[src/rtl/feed_arb_pkg.sv]
// Shared types and widths for the redundant MoldUDP64 feed arbiter.
package feed_arb_pkg;

    localparam int unsigned SEQ_W           = 64;
    localparam int unsigned MSGCNT_W        = 16;
    localparam int unsigned BEAT_FIFO_DEPTH = 4;

    typedef enum logic [1:0] {
        IDLE    = 2'd0,
        FWD     = 2'd1,
        DISCARD = 2'd2
    } chStateType;

    // One cycle of the merged ITCH stream.
    typedef struct packed {
        logic       sop;
        logic       eop;
        logic       abort;
        logic       valid;
        logic [7:0] data;
    } itchBeatType;

endpackage

[src/rtl/feed_ch_monitor.sv]
// Per-channel packet state, latched end sequence number and line staleness.
module feed_ch_monitor
    import feed_arb_pkg::*;
#(
    parameter int unsigned STALE_CYCLES = 250000000
) (
    input  logic                clk,
    input  logic                rstB,
    input  logic                sop,
    input  logic                eop,
    input  logic                dataValid,
    input  logic                grant,
    input  logic [SEQ_W-1:0]    seqNum,
    input  logic [MSGCNT_W-1:0] msgCnt,
    output logic                fwd,
    output logic [SEQ_W-1:0]    endSeq,
    output logic                stale
);

    localparam int unsigned STALE_W = $clog2(STALE_CYCLES + 1);

    chStateType         stateQ;
    chStateType         stateNext;
    logic [STALE_W-1:0] staleCnt;
    logic [STALE_W-1:0] staleCntNext;

    // A sop always restarts evaluation; heartbeats and one-beat packets never linger.
    always_comb begin
        stateNext    = stateQ;
        staleCntNext = staleCnt;
        if (sop) begin
            if (msgCnt == '0 || eop) begin
                stateNext = IDLE;
            end else if (grant) begin
                stateNext = FWD;
            end else begin
                stateNext = DISCARD;
            end
        end else if (eop) begin
            stateNext = IDLE;
        end
        if (sop || dataValid) begin
            staleCntNext = '0;
        end else if (staleCnt != STALE_W'(STALE_CYCLES)) begin
            staleCntNext = staleCnt + STALE_W'(1);
        end
    end

    always_ff @(posedge clk) begin
        if (!rstB) begin
            stateQ   <= IDLE;
            endSeq   <= '0;
            staleCnt <= '0;
            stale    <= 1'b0;
        end else begin
            stateQ   <= stateNext;
            if (sop) begin
                endSeq <= seqNum + SEQ_W'(msgCnt);
            end
            staleCnt <= staleCntNext;
            stale    <= (staleCntNext == STALE_W'(STALE_CYCLES));
        end
    end

    assign fwd = (stateQ == FWD);

endmodule

[src/rtl/moldudp64_feed_arbiter.sv]
// Merges NUM_CH redundant MoldUDP64 feeds into one sequenced ITCH byte stream,
// dropping duplicates and reporting gaps.
module moldudp64_feed_arbiter
    import feed_arb_pkg::*;
#(
    parameter int unsigned NUM_CH       = 2,
    parameter int unsigned STALE_CYCLES = 250000000,
    parameter int unsigned CNT_W        = 32,
    localparam int unsigned CH_W        = (NUM_CH > 1) ? $clog2(NUM_CH) : 1
) (
    input  logic                       clkIn,
    input  logic                       rstBIn,
    input  logic [NUM_CH*8-1:0]        dataIn,
    input  logic [NUM_CH-1:0]          dataValidIn,
    input  logic [NUM_CH-1:0]          sopIn,
    input  logic [NUM_CH-1:0]          eopIn,
    input  logic [NUM_CH*SEQ_W-1:0]    seqNumIn,
    input  logic [NUM_CH*MSGCNT_W-1:0] msgCntIn,
    output logic [7:0]                 itchDataOut,
    output logic                       itchDataValidOut,
    output logic                       itchSopOut,
    output logic                       itchEopOut,
    output logic                       itchAbortOut,
    output logic                       packetLostOut,
    output logic [SEQ_W-1:0]           lostMsgsOut,
    output logic [CH_W-1:0]            activeChOut,
    output logic [NUM_CH-1:0]          chStaleOut,
    output logic [CNT_W-1:0]           dupDropCntOut,
    output logic [CNT_W-1:0]           gapCntOut
);

    localparam int unsigned PTR_W  = $clog2(BEAT_FIFO_DEPTH);
    localparam int unsigned FCNT_W = $clog2(BEAT_FIFO_DEPTH + 1);

    logic [NUM_CH-1:0] chFwd;
    logic [NUM_CH-1:0] grant;
    logic [SEQ_W-1:0]  chEndSeq [NUM_CH];

    logic [SEQ_W-1:0]  expSeq, expNext;
    logic              synced, syncNext;
    logic              busy, gapSeen, newSingle;
    logic [SEQ_W-1:0]  lostSum, newEnd, seqC, diffC;
    logic [MSGCNT_W-1:0] cntC;
    logic [2:0]        dupInc;
    logic [CH_W-1:0]   activeNext;
    logic [CNT_W:0]    dupSum;
    logic [CNT_W-1:0]  dupNext, gapNext;

    itchBeatType       oldBeat, newBeat, slot0, slot1, outBeat;
    logic              slot0V, slot1V;
    itchBeatType       beatQ [BEAT_FIFO_DEPTH];
    itchBeatType       qNext [BEAT_FIFO_DEPTH];
    logic [PTR_W-1:0]  rdPtr, wrPtr, rdNext, wrNext;
    logic [FCNT_W-1:0] fCnt, fCntNext;

    for (genvar c = 0; c < NUM_CH; c++) begin : gCh
        feed_ch_monitor #(.STALE_CYCLES(STALE_CYCLES)) uMon (
            .clk       (clkIn),
            .rstB      (rstBIn),
            .sop       (sopIn[c]),
            .eop       (eopIn[c]),
            .dataValid (dataValidIn[c]),
            .grant     (grant[c]),
            .seqNum    (seqNumIn[c*SEQ_W +: SEQ_W]),
            .msgCnt    (msgCntIn[c*MSGCNT_W +: MSGCNT_W]),
            .fwd       (chFwd[c]),
            .endSeq    (chEndSeq[c]),
            .stale     (chStaleOut[c])
        );
    end

    // Arbitration: finish or abort the forwarding channel, then evaluate sops by priority.
    always_comb begin
        grant      = '0;
        expNext    = expSeq;
        syncNext   = synced;
        busy       = 1'b0;
        gapSeen    = 1'b0;
        newSingle  = 1'b0;
        lostSum    = '0;
        newEnd     = '0;
        seqC       = '0;
        cntC       = '0;
        diffC      = '0;
        dupInc     = '0;
        activeNext = activeChOut;
        oldBeat    = '0;
        newBeat    = '0;

        for (int c = 0; c < NUM_CH; c++) begin
            if (chFwd[c]) begin
                if (sopIn[c]) begin
                    oldBeat.eop   = 1'b1;
                    oldBeat.abort = 1'b1;
                end else begin
                    oldBeat.valid = dataValidIn[c];
                    oldBeat.data  = dataValidIn[c] ? dataIn[c*8 +: 8] : 8'h00;
                    oldBeat.eop   = eopIn[c];
                    if (eopIn[c]) begin
                        expNext = chEndSeq[c];
                    end else begin
                        busy = 1'b1;
                    end
                end
            end
        end

        for (int c = 0; c < NUM_CH; c++) begin
            if (sopIn[c]) begin
                seqC = seqNumIn[c*SEQ_W +: SEQ_W];
                cntC = msgCntIn[c*MSGCNT_W +: MSGCNT_W];
                if (!syncNext) begin
                    expNext  = seqC;
                    syncNext = 1'b1;
                end
                diffC = seqC + SEQ_W'(cntC) - expNext;
                if (cntC == '0) begin
                    diffC = seqC - expNext;
                    if (!diffC[SEQ_W-1] && diffC != '0) begin
                        gapSeen = 1'b1;
                        lostSum = lostSum + diffC;
                        expNext = seqC;
                    end
                end else if (diffC[SEQ_W-1] || diffC == '0) begin
                    dupInc = dupInc + 3'd1;
                end else if (!busy) begin
                    grant[c]      = 1'b1;
                    busy          = 1'b1;
                    activeNext    = CH_W'(c);
                    newBeat.sop   = 1'b1;
                    newBeat.eop   = eopIn[c];
                    newBeat.valid = dataValidIn[c];
                    newBeat.data  = dataValidIn[c] ? dataIn[c*8 +: 8] : 8'h00;
                    newSingle     = eopIn[c];
                    newEnd        = seqC + SEQ_W'(cntC);
                    diffC         = seqC - expNext;
                    if (!diffC[SEQ_W-1] && diffC != '0) begin
                        gapSeen = 1'b1;
                        lostSum = lostSum + diffC;
                        expNext = seqC;
                    end
                end
            end
        end
        if (newSingle) begin
            expNext = newEnd;
        end

        dupSum  = {1'b0, dupDropCntOut} + (CNT_W+1)'(dupInc);
        dupNext = dupSum[CNT_W] ? '1 : dupSum[CNT_W-1:0];
        gapNext = (gapSeen && gapCntOut != '1) ? gapCntOut + CNT_W'(1) : gapCntOut;
    end

    // Small beat queue absorbs the rare cycle where an ending/aborted packet and a new sop collide.
    always_comb begin
        slot0    = (oldBeat != '0) ? oldBeat : newBeat;
        slot0V   = (oldBeat != '0) || (grant != '0);
        slot1    = newBeat;
        slot1V   = (oldBeat != '0) && (grant != '0);
        qNext    = beatQ;
        rdNext   = rdPtr;
        wrNext   = wrPtr;
        fCntNext = fCnt;
        outBeat  = '0;
        if (fCnt != '0) begin
            outBeat  = beatQ[rdPtr];
            rdNext   = rdPtr + PTR_W'(1);
            fCntNext = fCnt - FCNT_W'(1);
        end else if (slot0V) begin
            outBeat = slot0;
            slot0   = slot1;
            slot0V  = slot1V;
            slot1V  = 1'b0;
        end
        if (slot0V && fCntNext < FCNT_W'(BEAT_FIFO_DEPTH)) begin
            qNext[wrNext] = slot0;
            wrNext        = wrNext + PTR_W'(1);
            fCntNext      = fCntNext + FCNT_W'(1);
        end
        if (slot1V && fCntNext < FCNT_W'(BEAT_FIFO_DEPTH)) begin
            qNext[wrNext] = slot1;
            wrNext        = wrNext + PTR_W'(1);
            fCntNext      = fCntNext + FCNT_W'(1);
        end
    end

    always_ff @(posedge clkIn) begin
        if (!rstBIn) begin
            expSeq           <= '0;
            synced           <= 1'b0;
            for (int i = 0; i < BEAT_FIFO_DEPTH; i++) begin
                beatQ[i] <= '0;
            end
            rdPtr            <= '0;
            wrPtr            <= '0;
            fCnt             <= '0;
            itchDataOut      <= '0;
            itchDataValidOut <= 1'b0;
            itchSopOut       <= 1'b0;
            itchEopOut       <= 1'b0;
            itchAbortOut     <= 1'b0;
            packetLostOut    <= 1'b0;
            lostMsgsOut      <= '0;
            activeChOut      <= '0;
            dupDropCntOut    <= '0;
            gapCntOut        <= '0;
        end else begin
            expSeq           <= expNext;
            synced           <= syncNext;
            beatQ            <= qNext;
            rdPtr            <= rdNext;
            wrPtr            <= wrNext;
            fCnt             <= fCntNext;
            itchDataOut      <= outBeat.data;
            itchDataValidOut <= outBeat.valid;
            itchSopOut       <= outBeat.sop;
            itchEopOut       <= outBeat.eop;
            itchAbortOut     <= outBeat.abort;
            packetLostOut    <= gapSeen;
            lostMsgsOut      <= lostSum;
            activeChOut      <= activeNext;
            dupDropCntOut    <= dupNext;
            gapCntOut        <= gapNext;
        end
    end

endmodule

[config.mk]
export PLATFORM = sky130hd
export DESIGN_NAME = moldudp64_feed_arbiter
export DESIGN_NICKNAME = d
export VERILOG_FILES = /design/src/rtl/feed_arb_pkg.sv /design/src/rtl/feed_ch_monitor.sv /design/src/rtl/moldudp64_feed_arbiter.sv
export SDC_FILE = /design/constraint.sdc
export NUM_CORES = 2
export LEC_CHECK = 0
export BUFFER_PORTS_ARGS = -buffer_cell sky130_fd_sc_hd__buf_4
export CAP_MARGIN = 20
export CORE_MARGIN = 5
export CORE_UTILIZATION = 40
export DETAILED_ROUTE_END_ITERATION = 6
export GPL_TIMING_DRIVEN = 0
export PLACE_DENSITY_LB_ADDON = 0.2
export SLEW_MARGIN = 20
export SYNTH_ARGS = -nofsm -noshare
export SYNTH_HDL_FRONTEND = slang
export SYNTH_SLANG_ARGS = --single-unit
[constraint.sdc]
create_clock -name clkIn -period 25 [get_ports clkIn]
set_clock_uncertainty 0.05 [all_clocks]
set_input_delay 5 -clock clkIn [delete_from_list [all_inputs] [get_ports clkIn]]
set_output_delay 5 -clock clkIn [all_outputs]
set_load 0.02 [all_outputs]
* Yosys cells after proc, flatten, opt, wreduce, memory -nomap -nowiden *
Index checks and enable logic that the tools add are counted.

operators by class
  reduce and logical (&&, ||, !) cells = 28
  multiplexer cells = 154
  $lt $le $gt $ge = 7
  equal/unequal tests = 7
  $mul = 0
  div/mod/pow operators = 0
  shift operators = 0
  $add $sub $neg = 18
  bitwise operators = 3

operators by type and width
  operator                                        count
  two-way mux 64 bit                              39
  subtractor 64 bit                               4
  adder 64 x 16 -> 64 bit                         2
  logical NOT 64 bit                              2
  nonzero test 64 bit                             2
  two-way mux 28 bit                              4
  two-way mux 12 bit                              9
  bitwise mux 48 bit                              2
  two-way mux 48 bit                              2
  two-way mux 9 bit                               10
  adder 64 bit                                    1
  adder 28 x 1 -> 28 bit (second input constant)  2
  == test 28 bit (second input constant)          2
  two-way mux 1 bit                               56
  != test 28 bit (second input constant)          2
  demux 12 bit (select 2 bit)                     2
  two-way mux 2 bit                               18
  adder 32 x 3 -> 33 bit                          1
  adder 32 x 1 -> 32 bit (second input constant)  1
  logical NOT 16 bit                              2
  two-way mux 32 bit                              1
  != test 32 bit (second input constant)          1
  binary-select mux 12 bit (select 2 bit)         1
  two-way mux 11 bit                              2
  16 further kinds                                49

word-level totals
  memory bits (read-only) = 0
  latch bits = 0
  bits in writable memories = 0
  register bits = 452
  memories kept = 0
  output and inout port bits = 144

* Longest topological paths before layout *
  word-level depth = 37
  depth in mapped cells = 81

* Cells and area by module *
A second synthesis with hierarchy kept.

unflattened totals
  cell total of the unflattened synthesis = 7,283
  area, all modules = 52,775.6 um^2

by module, submodules not included
  module                         cells an instance  instances  area each (um^2)  sequential area each (um^2)
  moldudp64_feed_arbiter         5,769              1          40,861.7          5,245.0
  feed_ch_monitor (gCh[1].uMon)  758                1          5,985.7           1,901.8
  feed_ch_monitor (gCh[0].uMon)  756                1          5,928.2           1,901.8

* Least setup slack after synthesis *
Ideal clock, no wire load.

  path type = input -> register
  start = input port sopIn[1]
  end = register lostMsgsOut[62]
  cell stages on the path = 80
  data arrival time = 20.298 ns
  buffers on the path = 12
  path slack = 4.525 ns
  setup time = 0.128 ns
  cell sequence = and4bb_2 -> buf_4 -> buf_2 -> buf_2 -> buf_2 -> buf_1 -> clkbuf_1 -> clkbuf_1 -> clkbuf_1 -> nand2_1 -> o21ai_0 -> nand2_1 -> o21ai_0 -> ha_1 -> inv_1 -> fa_1 -> a211o_1 -> o211ai_1 -> [44 not listed] -> o31ai_1 -> o41a_1 -> a221o_1 -> a31oi_1 -> o21a_1 -> a211o_1 -> a31oi_1 -> a41oi_1 -> a21oi_1 -> a21o_1 -> a21oi_1 -> nor2b_1 -> o21ai_0 -> nand2b_1 -> a21oi_1 -> xnor2_1 -> mux2i_1 -> nor2_1

on the way
  cells in the longest elaborated chain, start to end = 22
  elaborated cells on any way between the ends = 41
  those cells by class = 5 x add/sub; 26 x mux; 10 x reduce/logical

RTL lines
  element                                                     RTL line                       source
  start, declared                                             moldudp64_feed_arbiter.sv:15   input logic [NUM_CH-1:0] sopIn,
  branches (longest 21 deep; another with subtractor 64 bit)  -
  two-way mux 64 bit *                                        moldudp64_feed_arbiter.sv:109  if (sopIn[c]) begin
  end signal, assigned                                        moldudp64_feed_arbiter.sv:220  lostMsgsOut <= lostSum;
  end, declared                                               moldudp64_feed_arbiter.sv:25   output logic [SEQ_W-1:0] lostMsgsOut,

Mark *: on every way between the ends. The select of a mux whose other input is x is not followed.
A chain may end at the register's enable or synchronous reset.

* Worst setup path in the final report *
Same ends and word-level chain as after synthesis.

==> summary.md <==
• complete, but fails checks — run status
• design-rule violations — failing checks
• sky130_fd_sc_hd__dfxtp_1 — Most used DFF post-synth
• 0 — remaining global-route overflow
• 17.8% — sequential group share of total power
• 2 — H-Tree Depth
• sky130_fd_sc_hd__nor2_1 — most frequent standard cell in the layout excluding fill and tap cells
• 0.132 mm^2 — Die Area
• 63.1 uV — Max IR drop VDD
• 129 — floorplan row count
• input pin to flip-flop — Setup CP Type
• 98.3% — share of the clock period used by the worst path
• 0.429 ns — final setup slack of the worst path
• 3 — buffers from clock root to sink, at most
• 0 — number of failing hold endpoints at the final stage
• 7.36 um^2 — synthesized area per cell
• 722 x sky130_fd_sc_hd__nor2_1, 570 x sky130_fd_sc_hd__nand2_1, 482 x sky130_fd_sc_hd__a21oi_1, 452 x sky130_fd_sc_hd__dfxtp_1, 344 x sky130_fd_sc_hd__buf_4 — leading cell types in the layout, fill and taps excluded
• 23.0 nW — leak pwr
• 0 — Synth warnings
• 0 — number of enable-type register cells in the synthesized netlist
• sky130_fd_sc_hd__a21oi_1 — Most common cell on crit path
• lostMsgsOut[62] — end of the worst register-to-register path
• 328 — number of I/O pins
• 24.0% — area share of and/or/nand/nor cells after synthesis
• flip-flop to flip-flop — worst min path class
• 363 um — Chip Height
• 8.13% — share of the synthesized netlist area taken by xor and xnor gates
• 2.88 ns — internal reg-to-reg setup slack
• 452 — number of sinks on the clock net
• 52.8% — met2 demand-to-capacity share in global routing
• 0.124 mm^2 — core region area
• 452 — number of synthesized register bits
• 58 — CTS buffer count
• 27 — number of antenna violations at the first check in global routing
• 2 — count of cells along the worst hold path
• gCh[0].uMon.stateQ[0] — terminating pin of the worst hold path
• 14.4% — relative slew slack
• 14.3% — area growth from synthesis to layout
• 20 — pin count of the biggest net entering global routing
• yes — TritonCTS clock tree
• 46.0% — final cell utilization of the core
• 0 — final-report max-slew violation count
• compound AO/OA/AOI/OAI gates — dominant combinational cell family by area after synthesis
• 363 um — Die X-Extent
• 0 — number of buffers inserted for hold repair after clock tree synthesis
• 56.4k — via total after detailed routing
• 67 — cell count of the worst reg-to-reg path
• 0.0383 mm^2 — footprint of the multi-input gates
• 19 — crit-path max FO
• 7 — first-pass iteration count of the detailed router
• 0.06 ns — clock transition at the register clock pins on the worst setup and hold paths after CTS
• 62.0% — part of the power in combinational logic
• 25.60 ns — Data required, critical path
• 34.7% — total routing resource utilization after global routing
• 0.0499 mm^2 — mapped cell area
• synced — Critical R2R Launch
• 7,306 — Post-Syn Nets
• 7,703 — final net count
• 12.7k — layout filler cell count
• input pin — startpoint types
• 0 ns — final sum of negative setup slack
• -4.53 ns — setup slack at placement
• 9.00% — share of synthesized cell area in full adder, half adder and majority cells
• 20.2% — part of the total power dissipated in the clock network
• 1.28 ns — slew of the pin with the lowest slew margin
• 6.36 — Vias per Instance
• 244,000 um — total routed wirelength
• 0.00232 W — Net Sw Power
• 6,803 — number of DRC violations after detailed-routing iteration 0
• 82.0 mW/mm^2 — P per Cell Area
• sky130_fd_sc_hd__clkbuf_16 — cell chosen for the clock root
• flip-flop — endpoint kind of the worst setup timing path
• 0.00235 W — design internal power
• 8.75% — share of synthesized area spent on multiplexers
• 40.7 MHz — Max Fclk
• 18.1% — portion of the post-synthesis area used by sequential elements
• 0.85 ns — delay of the slowest critical-path stage
• 44.8% — fraction of met1 tracks used by global routing
• 40.3% — initial core utilization
• 49.7% — Net Sw Frac
• 6,775 — cell count after synthesis
• 6 — total DRC errors in the routed layout
• 0 — number of max-cap violations
• 26.5% — post-synthesis compound-gate area fraction
• 0 — final setup fails
• 324 — # port buffers
• 0 — final antenna-violating net count
• met2 — global route hottest layer
• 51.5k — via count of the first global-routing pass
• 0% — share of synthesized registers carrying an async set or reset
• 10.0% — proportion of layout cells with a drive suffix above 1
• 1.06 — RD Place Congestion
• sky130_fd_sc_hd__a31oi_1 — cell at the slowest stage of the critical path
• 0.00905 mm^2 — area of all sequential standard cells
• 9.29% — met3 Use GR
• gCh[0].uMon.stateQ[0] — Min-Delay Startpoint
• 27.5 um — average wire per standard cell
• 24.57 ns — post-layout min period
• 120 — count of cell types in the netlist
• 199,000 um — detailed placement HPWL
• 25.17 ns — Arrival @ worst endpoint
• 0.74 ns — worst-skew pair later-pin latency
• 346,000 um — wire length of the first global-routing pass
-- per-layer routing --
| metal | part of all wire (%) | wire [um] | vias up |
|---|---|---|---|
| li1 | - | - | 25700 |
| met1 | 41 | 98700 | 26800 |
| met2 | 42 | 102000 | 3151 |
| met3 | 11 | 26900 | 674 |
| met4 | 6.3 | 15400 | 16 |
| met5 | 0.071 | 174 | - |
-- power by group through the flow --
stage / logic, W / registers (W) / clock network (W)
finish: 0.00290 / 0.000832 / 0.000945
global route: 0.00307 / 0.000837 / 0.000986
CTS: 0.00278 / 0.000830 / 0.000952
detailed placement: 0.00276 / 0.000845 / 0
global placement: 0.00273 / 0.000843 / 0
floorplan: 0.00184 / 0.000864 / 0
-- sequential cells by signal, summed over array words and instances, names as in the netlist, 2 cells and up --
name               cells
beatQ                 48
dupDropCntOut         32
expSeq                64
fCnt                   3
gCh.uMon.endSeq      128
gCh.uMon.stale         2
gCh.uMon.staleCnt     56
gCh.uMon.stateQ        4
gapCntOut             32
itchDataOut            8
lostMsgsOut           64
rdPtr                  2
wrPtr                  2
-- Yosys cell counts (23+ instances only) --
| library cell | n | share of area [%] |
|---|---|---|
| sky130_fd_sc_hd__nor2_1 | 722 | 5.4 |
| sky130_fd_sc_hd__nand2_1 | 570 | 4.3 |
| sky130_fd_sc_hd__a21oi_1 | 484 | 4.9 |
| sky130_fd_sc_hd__dfxtp_1 | 452 | 18 |
| sky130_fd_sc_hd__ha_1 | 341 | 8.6 |
| sky130_fd_sc_hd__mux2i_1 | 333 | 6.7 |
| sky130_fd_sc_hd__o21ai_0 | 330 | 3.3 |
| sky130_fd_sc_hd__inv_1 | 326 | 2.5 |
| sky130_fd_sc_hd__xnor2_1 | 289 | 5.1 |
| sky130_fd_sc_hd__clkbuf_1 | 283 | 2.1 |
| sky130_fd_sc_hd__nand3_1 | 200 | 2.0 |
| sky130_fd_sc_hd__a21o_1 | 181 | 2.7 |
| sky130_fd_sc_hd__a211oi_1 | 159 | 2.4 |
| sky130_fd_sc_hd__xor2_1 | 156 | 2.7 |
| sky130_fd_sc_hd__nor3_1 | 141 | 1.4 |
| sky130_fd_sc_hd__nand4_1 | 132 | 1.7 |
| sky130_fd_sc_hd__and3_1 | 125 | 1.6 |
| sky130_fd_sc_hd__and2_1 | 89 | 1.1 |
| sky130_fd_sc_hd__nand2b_1 | 83 | 1.0 |
| sky130_fd_sc_hd__o22ai_1 | 73 | 0.92 |
| sky130_fd_sc_hd__nor2b_1 | 72 | 0.90 |
| sky130_fd_sc_hd__a31oi_1 | 71 | 0.89 |
| sky130_fd_sc_hd__o21a_1 | 67 | 1.0 |
| sky130_fd_sc_hd__a22oi_1 | 65 | 0.98 |
| sky130_fd_sc_hd__mux2_2 | 65 | 1.5 |
| sky130_fd_sc_hd__o211ai_1 | 62 | 0.93 |
| sky130_fd_sc_hd__or3_1 | 57 | 0.72 |
| sky130_fd_sc_hd__o21bai_1 | 56 | 0.84 |
| sky130_fd_sc_hd__o31ai_1 | 49 | 0.74 |
| sky130_fd_sc_hd__nor4_1 | 48 | 0.60 |
| sky130_fd_sc_hd__and4_1 | 30 | 0.53 |
| sky130_fd_sc_hd__buf_1 | 30 | 0.23 |
| sky130_fd_sc_hd__buf_2 | 30 | 0.30 |
| sky130_fd_sc_hd__a21boi_0 | 27 | 0.41 |
| sky130_fd_sc_hd__o21ai_1 | 26 | 0.26 |
| sky130_fd_sc_hd__a2111oi_0 | 25 | 0.44 |
| sky130_fd_sc_hd__or2_2 | 23 | 0.29 |
-- critical path, delay by kind of cell --
family                     cells  cell delay (ns)
AOI/OAI and AO/OA             36            10.26
and+or+nand+nor               15             3.30
adders and majority gates      4             1.74
xor gates and xnor gates       2             0.84
muxes                          2             0.30
buffers and inverters         12             3.65
-- cell type report --
cell class / count / share of cell area (%)
antenna: 17 / 0.0746
buffer: 359 / 2.70
clock buffer: 85 / 3.08
clock inverter: 22 / 0.632
inverter: 329 / 2.17
multi-input combinational: 5633 / 67.2
sequential: 452 / 15.9
tap: 1637 / 3.59
timing repair buffer: 339 / 4.66
-- kinds of logic after synthesis --
| family | count (synthesis) |
|---|---|
| and+or+nand+nor | 2430 |
| AOI/OAI and AO/OA | 1982 |
| buffers and inverters | 690 |
| xor gates and xnor gates | 452 |
| DFF | 452 |
| muxes | 412 |
| adders and majority gates | 357 |
-- how the worst max path moves through the flow --
stage          startpoint         endpoint  slack, ns
2_1_floorplan    sopIn[1]  lostMsgsOut[62]       4.52
3_3_place_gp     sopIn[1]  lostMsgsOut[59]      -5.11
3_5_place_dp     sopIn[1]  lostMsgsOut[59]      -4.53
4_1_cts          sopIn[1]  lostMsgsOut[62]       0.03
5_1_grt          sopIn[1]  lostMsgsOut[62]      -0.02
6_report         sopIn[1]  lostMsgsOut[62]       0.43
-- metrics by stage --
stage / hold WS [ns] / power, W / instance area [um^2] / instances
CTS: 0.431 / 0.00456 / 56800 / 8854
global placement: 0.414 / 0.00357 / 54300 / 8736
finish: 0.435 / 0.00467 / 57000 / 8873
detailed placement: 0.421 / 0.00360 / 54500 / 8743
floorplan: 0.397 / 0.00271 / 49900 / 6775
global route: 0.451 / 0.00490 / 57000 / 8865
-- timing repair --
| action | in CTS | in global routing |
|---|---|---|
| pin swaps | 2 | 1 |
| setup endpoints to repair | 260 | 65 |
| buffers inserted | 5 | 1 |
| resized for setup | 29 | 30 |
(Power assumes the default switching activity.)
